File: src/rtl/apb_arb_pkg.sv
`default_nettype none
// ============================================================================
// Module   : apb_arb_pkg
// Purpose  : Shared definitions for the two-master APB3 slave arbiter.
//            FSM state encoding and master index constants.
// Ports    : none (package)
// Config   : none
// Revision : 1.0 - initial release
// ============================================================================
package apb_arb_pkg;

    // Arbiter FSM: IDLE -> SETUP -> ACCESS -> DONE -> IDLE
    typedef enum logic [1:0] {
        ST_IDLE   = 2'd0,
        ST_SETUP  = 2'd1,
        ST_ACCESS = 2'd2,
        ST_DONE   = 2'd3
    } arb_state_e;

    // Master indices (M0 = EMPU APB master, M1 = SPI sequencer)
    localparam logic C_M0_IDX = 1'b0;
    localparam logic C_M1_IDX = 1'b1;

endpackage
`default_nettype wire

File: src/rtl/apb_arb_rr_pick.sv
`default_nettype none
// ============================================================================
// Module   : apb_arb_rr_pick
// Purpose  : Two-input round-robin picker. A lone request is granted
//            directly; on a tie the master that was NOT granted last wins.
// Ports    : i_req  [1:0] request vector (bit0 = M0)
//            i_last       index of the master granted last
//            o_gnt  [1:0] one-hot grant, 0 when no request
// Config   : none
// Revision : 1.0 - initial release
// ============================================================================
module apb_arb_rr_pick
    import apb_arb_pkg::*;
(
    input  logic [1:0] i_req,
    input  logic       i_last,
    output logic [1:0] o_gnt
);

    always_comb begin
        o_gnt = 2'b00;
        case (i_req)
            2'b01:   o_gnt = 2'b01;
            2'b10:   o_gnt = 2'b10;
            2'b11:   o_gnt = (i_last == C_M0_IDX) ? 2'b10 : 2'b01;
            default: o_gnt = 2'b00;
        endcase
    end

endmodule
`default_nettype wire

File: src/rtl/apb3_slave_arbiter.sv
`default_nettype none
// ============================================================================
// Module   : apb3_slave_arbiter
// Purpose  : Shares one APB3 slave (SPI controller) between two APB3 masters
//            (M0 = EMPU, M1 = hardware sequencer). Transfers are serialised,
//            re-issued on the slave side from registers, and the read data /
//            error is returned registered as a one-cycle pready pulse.
// Ports    : clk, resetn (synchronous, active low)
//            mN_paddr/psel/penable/pwrite/pwdata  in  master N request
//            mN_prdata/pready/pslverr             out master N response
//            s_paddr/s_pwrite/s_pwdata/s_psel/s_penable out slave request
//            s_prdata/s_pready/s_pslverr          in  slave response
//            arb_gnt [1:0]                        out one-hot current owner
// Config   : APB_ARB_TIMEOUT_EN - when defined, an ACCESS phase lasting
//            TIMEOUT_CYCLES cycles without s_pready is forced to complete
//            with pslverr=1 and prdata=0.
// Revision : 1.0 - initial release
// ============================================================================
module apb3_slave_arbiter
    import apb_arb_pkg::*;
#(
    parameter int ADDR_W = 8,
    parameter int DATA_W = 32
`ifdef APB_ARB_TIMEOUT_EN
    ,
    parameter int TIMEOUT_CYCLES = 256
`endif
) (
    input  logic              clk,
    input  logic              resetn,
    input  logic [ADDR_W-1:0] m0_paddr,
    input  logic              m0_psel,
    input  logic              m0_penable,
    input  logic              m0_pwrite,
    input  logic [DATA_W-1:0] m0_pwdata,
    output logic [DATA_W-1:0] m0_prdata,
    output logic              m0_pready,
    output logic              m0_pslverr,
    input  logic [ADDR_W-1:0] m1_paddr,
    input  logic              m1_psel,
    input  logic              m1_penable,
    input  logic              m1_pwrite,
    input  logic [DATA_W-1:0] m1_pwdata,
    output logic [DATA_W-1:0] m1_prdata,
    output logic              m1_pready,
    output logic              m1_pslverr,
    output logic [ADDR_W-1:0] s_paddr,
    output logic              s_pwrite,
    output logic [DATA_W-1:0] s_pwdata,
    output logic              s_psel,
    output logic              s_penable,
    input  logic [DATA_W-1:0] s_prdata,
    input  logic              s_pready,
    input  logic              s_pslverr,
    output logic [1:0]        arb_gnt
);

    arb_state_e        state_q, state_d;
    logic              owner_q, owner_d;
    logic [1:0]        gnt_q, gnt_d;
    logic              last_q, last_d;
    logic              drop_q, drop_d;
    logic [ADDR_W-1:0] s_paddr_q, s_paddr_d;
    logic              s_pwrite_q, s_pwrite_d;
    logic [DATA_W-1:0] s_pwdata_q, s_pwdata_d;
    logic              s_psel_q, s_psel_d;
    logic              s_penable_q, s_penable_d;
    logic [1:0]        pready_q, pready_d;
    logic [DATA_W-1:0] rdata_q, rdata_d;
    logic              err_q, err_d;

    logic [1:0]        w_req;
    logic [1:0]        w_pick;
    logic              w_owner_psel;
    logic              w_timeout;
    logic              w_finish;
    logic              w_unused;

    // Requests are psel only; penable carries no arbitration information.
    assign w_req        = {m1_psel, m0_psel};
    assign w_unused     = ^{m0_penable, m1_penable};
    assign w_owner_psel = (owner_q == C_M1_IDX) ? m1_psel : m0_psel;
    assign w_finish     = (state_q == ST_ACCESS) && (s_pready || w_timeout);

    apb_arb_rr_pick u_rr_pick (
        .i_req  (w_req),
        .i_last (last_q),
        .o_gnt  (w_pick)
    );

`ifdef APB_ARB_TIMEOUT_EN
    localparam int C_CNT_W = $clog2(TIMEOUT_CYCLES + 1);

    logic [C_CNT_W-1:0] cnt_q, cnt_d;

    // cnt_q counts ACCESS cycles already elapsed; the last permitted cycle
    // is the one where it equals TIMEOUT_CYCLES-1.
    assign w_timeout = (state_q == ST_ACCESS) &&
                       (cnt_q == C_CNT_W'(TIMEOUT_CYCLES - 1));

    always_comb begin
        cnt_d = '0;
        if (state_q == ST_ACCESS && !w_finish) begin
            cnt_d = cnt_q + C_CNT_W'(1);
        end
    end

    always_ff @(posedge clk) begin
        if (!resetn) begin
            cnt_q <= '0;
        end else begin
            cnt_q <= cnt_d;
        end
    end
`else
    assign w_timeout = 1'b0;
`endif

    // State register
    always_ff @(posedge clk) begin
        if (!resetn) begin
            state_q <= ST_IDLE;
        end else begin
            state_q <= state_d;
        end
    end

    // Next-state logic
    always_comb begin
        state_d = state_q;
        case (state_q)
            ST_IDLE:   if (|w_req) state_d = ST_SETUP;
            ST_SETUP:  state_d = ST_ACCESS;
            ST_ACCESS: if (w_finish) state_d = ST_DONE;
            ST_DONE:   state_d = ST_IDLE;
            default:   state_d = ST_IDLE;
        endcase
    end

    // Output / datapath next values
    always_comb begin
        owner_d     = owner_q;
        gnt_d       = gnt_q;
        last_d      = last_q;
        drop_d      = drop_q;
        s_paddr_d   = s_paddr_q;
        s_pwrite_d  = s_pwrite_q;
        s_pwdata_d  = s_pwdata_q;
        s_psel_d    = s_psel_q;
        s_penable_d = s_penable_q;
        pready_d    = 2'b00;
        rdata_d     = '0;
        err_d       = 1'b0;
        case (state_q)
            ST_IDLE: begin
                if (|w_req) begin
                    owner_d     = w_pick[1] ? C_M1_IDX : C_M0_IDX;
                    gnt_d       = w_pick;
                    drop_d      = 1'b0;
                    s_paddr_d   = w_pick[1] ? m1_paddr  : m0_paddr;
                    s_pwrite_d  = w_pick[1] ? m1_pwrite : m0_pwrite;
                    s_pwdata_d  = w_pick[1] ? m1_pwdata : m0_pwdata;
                    s_psel_d    = 1'b1;
                    s_penable_d = 1'b0;
                end
            end
            ST_SETUP: begin
                s_penable_d = 1'b1;
                if (!w_owner_psel) drop_d = 1'b1;
            end
            ST_ACCESS: begin
                if (!w_owner_psel) drop_d = 1'b1;
                if (w_finish) begin
                    s_psel_d    = 1'b0;
                    s_penable_d = 1'b0;
                    last_d      = owner_q;
                    // An owner that abandoned its transfer gets no pulse.
                    pready_d[owner_q] = !drop_q && w_owner_psel;
                    // A real slave response takes priority over a timeout.
                    rdata_d = (s_pready && !s_pwrite_q) ? s_prdata : '0;
                    err_d   = s_pready ? s_pslverr : 1'b1;
                end
            end
            ST_DONE: begin
                gnt_d = 2'b00;
            end
            default: begin
                gnt_d = 2'b00;
            end
        endcase
    end

    always_ff @(posedge clk) begin
        if (!resetn) begin
            owner_q     <= C_M0_IDX;
            gnt_q       <= 2'b00;
            last_q      <= C_M1_IDX;  // M0 wins the first tie
            drop_q      <= 1'b0;
            s_paddr_q   <= '0;
            s_pwrite_q  <= 1'b0;
            s_pwdata_q  <= '0;
            s_psel_q    <= 1'b0;
            s_penable_q <= 1'b0;
            pready_q    <= 2'b00;
            rdata_q     <= '0;
            err_q       <= 1'b0;
        end else begin
            owner_q     <= owner_d;
            gnt_q       <= gnt_d;
            last_q      <= last_d;
            drop_q      <= drop_d;
            s_paddr_q   <= s_paddr_d;
            s_pwrite_q  <= s_pwrite_d;
            s_pwdata_q  <= s_pwdata_d;
            s_psel_q    <= s_psel_d;
            s_penable_q <= s_penable_d;
            pready_q    <= pready_d;
            rdata_q     <= rdata_d;
            err_q       <= err_d;
        end
    end

    // Response fields are only visible to the master being answered.
    assign m0_pready  = pready_q[0];
    assign m0_prdata  = pready_q[0] ? rdata_q : '0;
    assign m0_pslverr = pready_q[0] & err_q;
    assign m1_pready  = pready_q[1];
    assign m1_prdata  = pready_q[1] ? rdata_q : '0;
    assign m1_pslverr = pready_q[1] & err_q;

    assign s_paddr   = s_paddr_q;
    assign s_pwrite  = s_pwrite_q;
    assign s_pwdata  = s_pwdata_q;
    assign s_psel    = s_psel_q;
    assign s_penable = s_penable_q;
    assign arb_gnt   = gnt_q;

endmodule
`default_nettype wire

File: config.mk
export PLATFORM = sky130hd
export DESIGN_NAME = apb3_slave_arbiter
export DESIGN_NICKNAME = d
export VERILOG_FILES = /design/src/rtl/apb_arb_pkg.sv /design/src/rtl/apb_arb_rr_pick.sv /design/src/rtl/apb3_slave_arbiter.sv
export SDC_FILE = /design/constraint.sdc
export NUM_CORES = 1
export LEC_CHECK = 0
export ABC_AREA = 1
export BUFFER_PORTS_ARGS = -buffer_cell sky130_fd_sc_hd__buf_4
export CAP_MARGIN = 25
export CORE_ASPECT_RATIO = 0.5
export CORE_MARGIN = 3
export CORE_UTILIZATION = 30
export DETAILED_ROUTE_END_ITERATION = 16
export MAX_ROUTING_LAYER = met4
export PLACE_DENSITY = 0.63
export RECOVER_POWER = 25
export SYNTH_ARGS = -nofsm -noshare
export SYNTH_HDL_FRONTEND = slang
export SYNTH_SLANG_ARGS = --single-unit
File: constraint.sdc
create_clock -name clk -period 3 [get_ports clk]
set_input_delay 0.15 -clock clk [delete_from_list [all_inputs] [get_ports clk]]
set_output_delay 0.15 -clock clk [all_outputs]
set_load 0.02 [all_outputs]
==> report_table.html <==
<table>
<tr><th>Metric</th><th>Value</th></tr>
<tr><th colspan="2">Logic synthesis</th></tr>
<tr><td>Yosys cell types</td><td>23</td></tr>
<tr><td>Top cells by area, synth</td><td>sky130_fd_sc_hd__dfxtp_1, sky130_fd_sc_hd__nand2_1, sky130_fd_sc_hd__inv_1</td></tr>
<tr><td>Async set or reset register ratio after synthesis</td><td>0</td></tr>
<tr><td>Netlist area before placement</td><td>roughly 0.004 sq mm</td></tr>
<tr><td>Number of enable flip-flop cells after synthesis</td><td>0</td></tr>
<tr><td>Instance count of the mapped netlist</td><td>636</td></tr>
<tr><td>Flip-flop cell with the highest count after synthesis</td><td>sky130_fd_sc_hd__dfxtp_1</td></tr>
<tr><td>Synthesized area per cell</td><td>6.46 sq um</td></tr>
<tr><td>Synth warnings</td><td>0</td></tr>
<tr><td>Top-count cell post-synth</td><td>sky130_fd_sc_hd__nand2_1</td></tr>
<tr><td>Post-synth top area cell</td><td>sky130_fd_sc_hd__dfxtp_1</td></tr>
<tr><td>Synthesized netlist net count</td><td>764</td></tr>
<tr><td>Share of the synthesized area in the top cell type</td><td>0.414</td></tr>
<tr><td>Number of synthesized register bits</td><td>85</td></tr>
<tr><td>Seq/Total Area, Yosys</td><td>0.414</td></tr>
<tr><td>Post-synth top cells</td><td>sky130_fd_sc_hd__nand2_1, sky130_fd_sc_hd__inv_1, sky130_fd_sc_hd__dfxtp_1, sky130_fd_sc_hd__a21oi_1, sky130_fd_sc_hd__o21ai_0</td></tr>
<tr><th colspan="2">Global route</th></tr>
<tr><td>Initial antenna violation count</td><td>0</td></tr>
<tr><td>Number of global-route vias before repair</td><td>3954</td></tr>
<tr><td>Total overflow reported by the global router</td><td>0</td></tr>
<tr><td>Wire length of the first global-routing pass</td><td>18.8 mm</td></tr>
<tr><td>Largest net degree at the start of global routing</td><td>51</td></tr>
<tr><td>Combined global-route utilization of all metal layers</td><td>0.158</td></tr>
<tr><th colspan="2">Floorplan</th></tr>
<tr><td>Chip Width</td><td>between 150 and 200 um</td></tr>
<tr><td># IOs</td><td>235</td></tr>
<tr><td>Placement Rows</td><td>29</td></tr>
<tr><td>Die ar.</td><td>roughly 0.015 sq mm</td></tr>
<tr><td>Die height</td><td>88.7 um</td></tr>
<tr><td>Starting density of the core</td><td>0.315</td></tr>
<tr><td>Area of the core region</td><td>~0.013 sq mm</td></tr>
<tr><th colspan="2">Power and ir drop</th></tr>
<tr><td>Total power</td><td>4.16 mW</td></tr>
<tr><td>Standby leakage power</td><td>3.73 nW</td></tr>
<tr><td>PwrDens</td><td>a little under 700 mW/mm^2</td></tr>
<tr><td>Worst vdd rail ir drop</td><td>257 uV</td></tr>
<tr><th colspan="2">Drt</th></tr>
<tr><td>Via count</td><td>4315</td></tr>
<tr><td>Pre-Repair DR Iteration Count</td><td>4</td></tr>
<tr><td>Routed wire length per instance</td><td>12.0 um</td></tr>
<tr><td>Antenna violation net count after detailed routing</td><td>0</td></tr>
<tr><td>Number of DRC violations after detailed-routing iteration 0</td><td>149</td></tr>
<tr><td>Final wirelength</td><td>12.3 mm</td></tr>
<tr><td>Via/cell ratio</td><td>4.20</td></tr>
<tr><td>Remaining routing DRC violations</td><td>0</td></tr>
<tr><th colspan="2">Clocking</th></tr>
<tr><td>Buffer depth of the longest clock path</td><td>2</td></tr>
<tr><td>Number of buffers inserted to repair setup after CTS</td><td>0</td></tr>
<tr><td>Clock Sinks</td><td>85</td></tr>
<tr><td>Clock insertion delay at the later pin of the skew report</td><td>roughly 0.33 ns</td></tr>
<tr><td>Post-CTS Resized</td><td>0</td></tr>
<tr><td>Number of clock buffers inserted by TritonCTS</td><td>9</td></tr>
<tr><td>Hold buffer count at cts</td><td>0</td></tr>
<tr><td>CTS tree</td><td>yes</td></tr>
<tr><td>Clock root buffer</td><td>sky130_fd_sc_hd__clkbuf_16</td></tr>
<tr><td>Clock slew seen by the registers of the worst setup and hold paths</td><td>0.06 ns</td></tr>
<tr><td>Number of levels in the clock H-tree</td><td>3</td></tr>
<tr><th colspan="2">STA</th></tr>
<tr><td>Max-slew violations</td><td>0</td></tr>
<tr><td>Rel. slew slack</td><td>0.404</td></tr>
<tr><td>Achievable clock frequency</td><td>roughly 530 MHz</td></tr>
<tr><td>Hold violation count in the final report</td><td>0</td></tr>
<tr><td>Final count of negative-setup-slack endpoints</td><td>0</td></tr>
<tr><td>Setup repair after global routing missed its margin</td><td>no</td></tr>
<tr><td>Actual transition at the worst max-transition pin</td><td>0.894 ns</td></tr>
<tr><td>Clock tree skew after final layout</td><td>between 0.01 and 0.015 ns</td></tr>
<tr><td>Minimum clock period</td><td>1.89 ns</td></tr>
<tr><td>TNS Setup</td><td>0 ns</td></tr>
<tr><td>Final cycle utilization of the critical path</td><td>0.630</td></tr>
<tr><th colspan="2">Worst setup path</th></tr>
<tr><td>Capturing element type of the critical path</td><td>flip-flop</td></tr>
<tr><td>Startpoint class of the critical path</td><td>flip-flop</td></tr>
<tr><td>Worst setup path class</td><td>reg2reg</td></tr>
<tr><td>Worst EP required</td><td>3.19 ns</td></tr>
<tr><td>R2r startpoint</td><td>state_q[0]</td></tr>
<tr><td>CP arrival</td><td>2.08 ns</td></tr>
<tr><td>Internal reg-to-reg setup slack</td><td>1.11 ns</td></tr>
<tr><td>Register-to-Register Path Depth</td><td>5</td></tr>
<tr><td>Worst Path Max Fanout</td><td>32</td></tr>
<tr><td>Worst reg2reg endpoint</td><td>rdata_q[0]</td></tr>
<tr><th colspan="2">Place</th></tr>
<tr><td>Placed cell count</td><td>1011</td></tr>
<tr><td>HPWL Detailed</td><td>8.99 mm</td></tr>
<tr><td>Buffers added on ports</td><td>232</td></tr>
<tr><td>Final weighted congestion in routability-driven placement</td><td>0.802</td></tr>
<tr><th colspan="2">Worst hold path</th></tr>
<tr><td>Class of the worst hold path</td><td>in2reg</td></tr>
<tr><td>Endpoint, Worst Hold</td><td>rdata_q[4]</td></tr>
<tr><td>Number of stages on the worst hold path</td><td>3</td></tr>
<tr><td>Hold Startpoint</td><td>s_prdata[4]</td></tr>
<tr><th colspan="2">Run status</th></tr>
<tr><td>Result of the run</td><td>completed</td></tr>
<tr><th colspan="2">Finish</th></tr>
<tr><td>Signed area change from the synthesized netlist to the final layout</td><td>48.0%</td></tr>
<tr><td>Util after Layout</td><td>0.467</td></tr>
<tr><td>Number of antenna cells inserted</td><td>0</td></tr>
<tr><td>Fraction of final layout cells sized beyond drive strength 1</td><td>0.274</td></tr>
<tr><td>Post-layout net count</td><td>between 900 and 1000</td></tr>
<tr><td>Filler cell count</td><td>around 1400</td></tr>
<tr><td>Cell Count, Final, Fillers Out</td><td>1027</td></tr>
<tr><th colspan="2">Job</th></tr>
<tr><td>Max Cap Viol</td><td>0</td></tr>
</table>
## stage by stage
stage               cell area (sq um)  hold WS (ns)  setup WS [ns]
floorplan                        4110         0.262           1.58
global placement                 5920         0.364           1.15
detailed placement               5920         0.371           1.10
CTS                              6250        0.0211           1.11
global route                     6080        0.0240          0.886
finish                           6080        0.0329           1.11
## how the worst max path moves through the flow
| stage | endpoint | cells after the start | start |
|---|---|---|---|
| after floorplan | s_paddr[7] | 9 | state_q[0] |
| after global placement | rdata_q[29] | 5 | state_q[0] |
| after detailed placement | rdata_q[5] | 5 | state_q[0] |
| after CTS | rdata_q[5] | 5 | state_q[0] |
| after global routing | rdata_q[3] | 5 | state_q[0] |
| final | rdata_q[0] | 5 | state_q[0] |
## power by group
group	total [mW]	internal, mW	switching, mW
logic	1.40	0.453	0.944
registers	1.53	1.40	0.136
clock network	1.23	0.758	0.468
## worst max-delay path, stage by stage, from the launching register on
cell	delay, ns
sky130_fd_sc_hd__dfxtp_1	0.37
sky130_fd_sc_hd__inv_1	0.11
sky130_fd_sc_hd__ha_1	0.27
sky130_fd_sc_hd__nand4_1	0.17
sky130_fd_sc_hd__or2_2	0.74
sky130_fd_sc_hd__nor2_1	0.08
## kinds of logic after synthesis
family / synth area share
buf+inv: 0.189
fa+ha+maj: 0.0183
simple gates: 0.269
compound gates: 0.110
flops: 0.414
## cells in the final DEF (no fill, tap or decap), drive strengths merged
master,n
bufinv,2
nand3b,1
o21ai,42
nand3,11
buf,194
clkinv,3
inv,154
clkbuf,55
nand4,3
dfxtp,85
clkinvlp,1
or2,3
nor2,39
nand2,209
ha,6
nor3,1
a21oi,48
## cell type report
class                           count  area, sq um  area share
Inverter                          154          578      0.0951
Sequential cell                    85         1700       0.280
Clock buffer                       10          239      0.0393
Multi-Input combinational cell    363         1630       0.268
Tap cell                          170          213      0.0350
Timing Repair Buffer              239         1630       0.267
Clock inverter                      6         93.8      0.0154
## flip-flops by register name (all words and copies together), names as in the netlist
name / cells
arb_gnt: 2
drop_q: 1
err_q: 1
last_q: 1
owner_q: 1
pready_q: 2
rdata_q: 32
s_paddr: 8
s_penable: 1
s_psel: 1
s_pwdata: 32
s_pwrite: 1
state_q: 2
## metal layers
layer,up-vias,share of wire,GRT usage
li1,2271,-,-
met1,1909,0.43,0.182
met2,117,0.50,0.279
met3,18,0.055,0.0370
met4,0,0.019,0.0431
met5,-,0,-
Note: power is estimated with default switching activity, not from simulation.
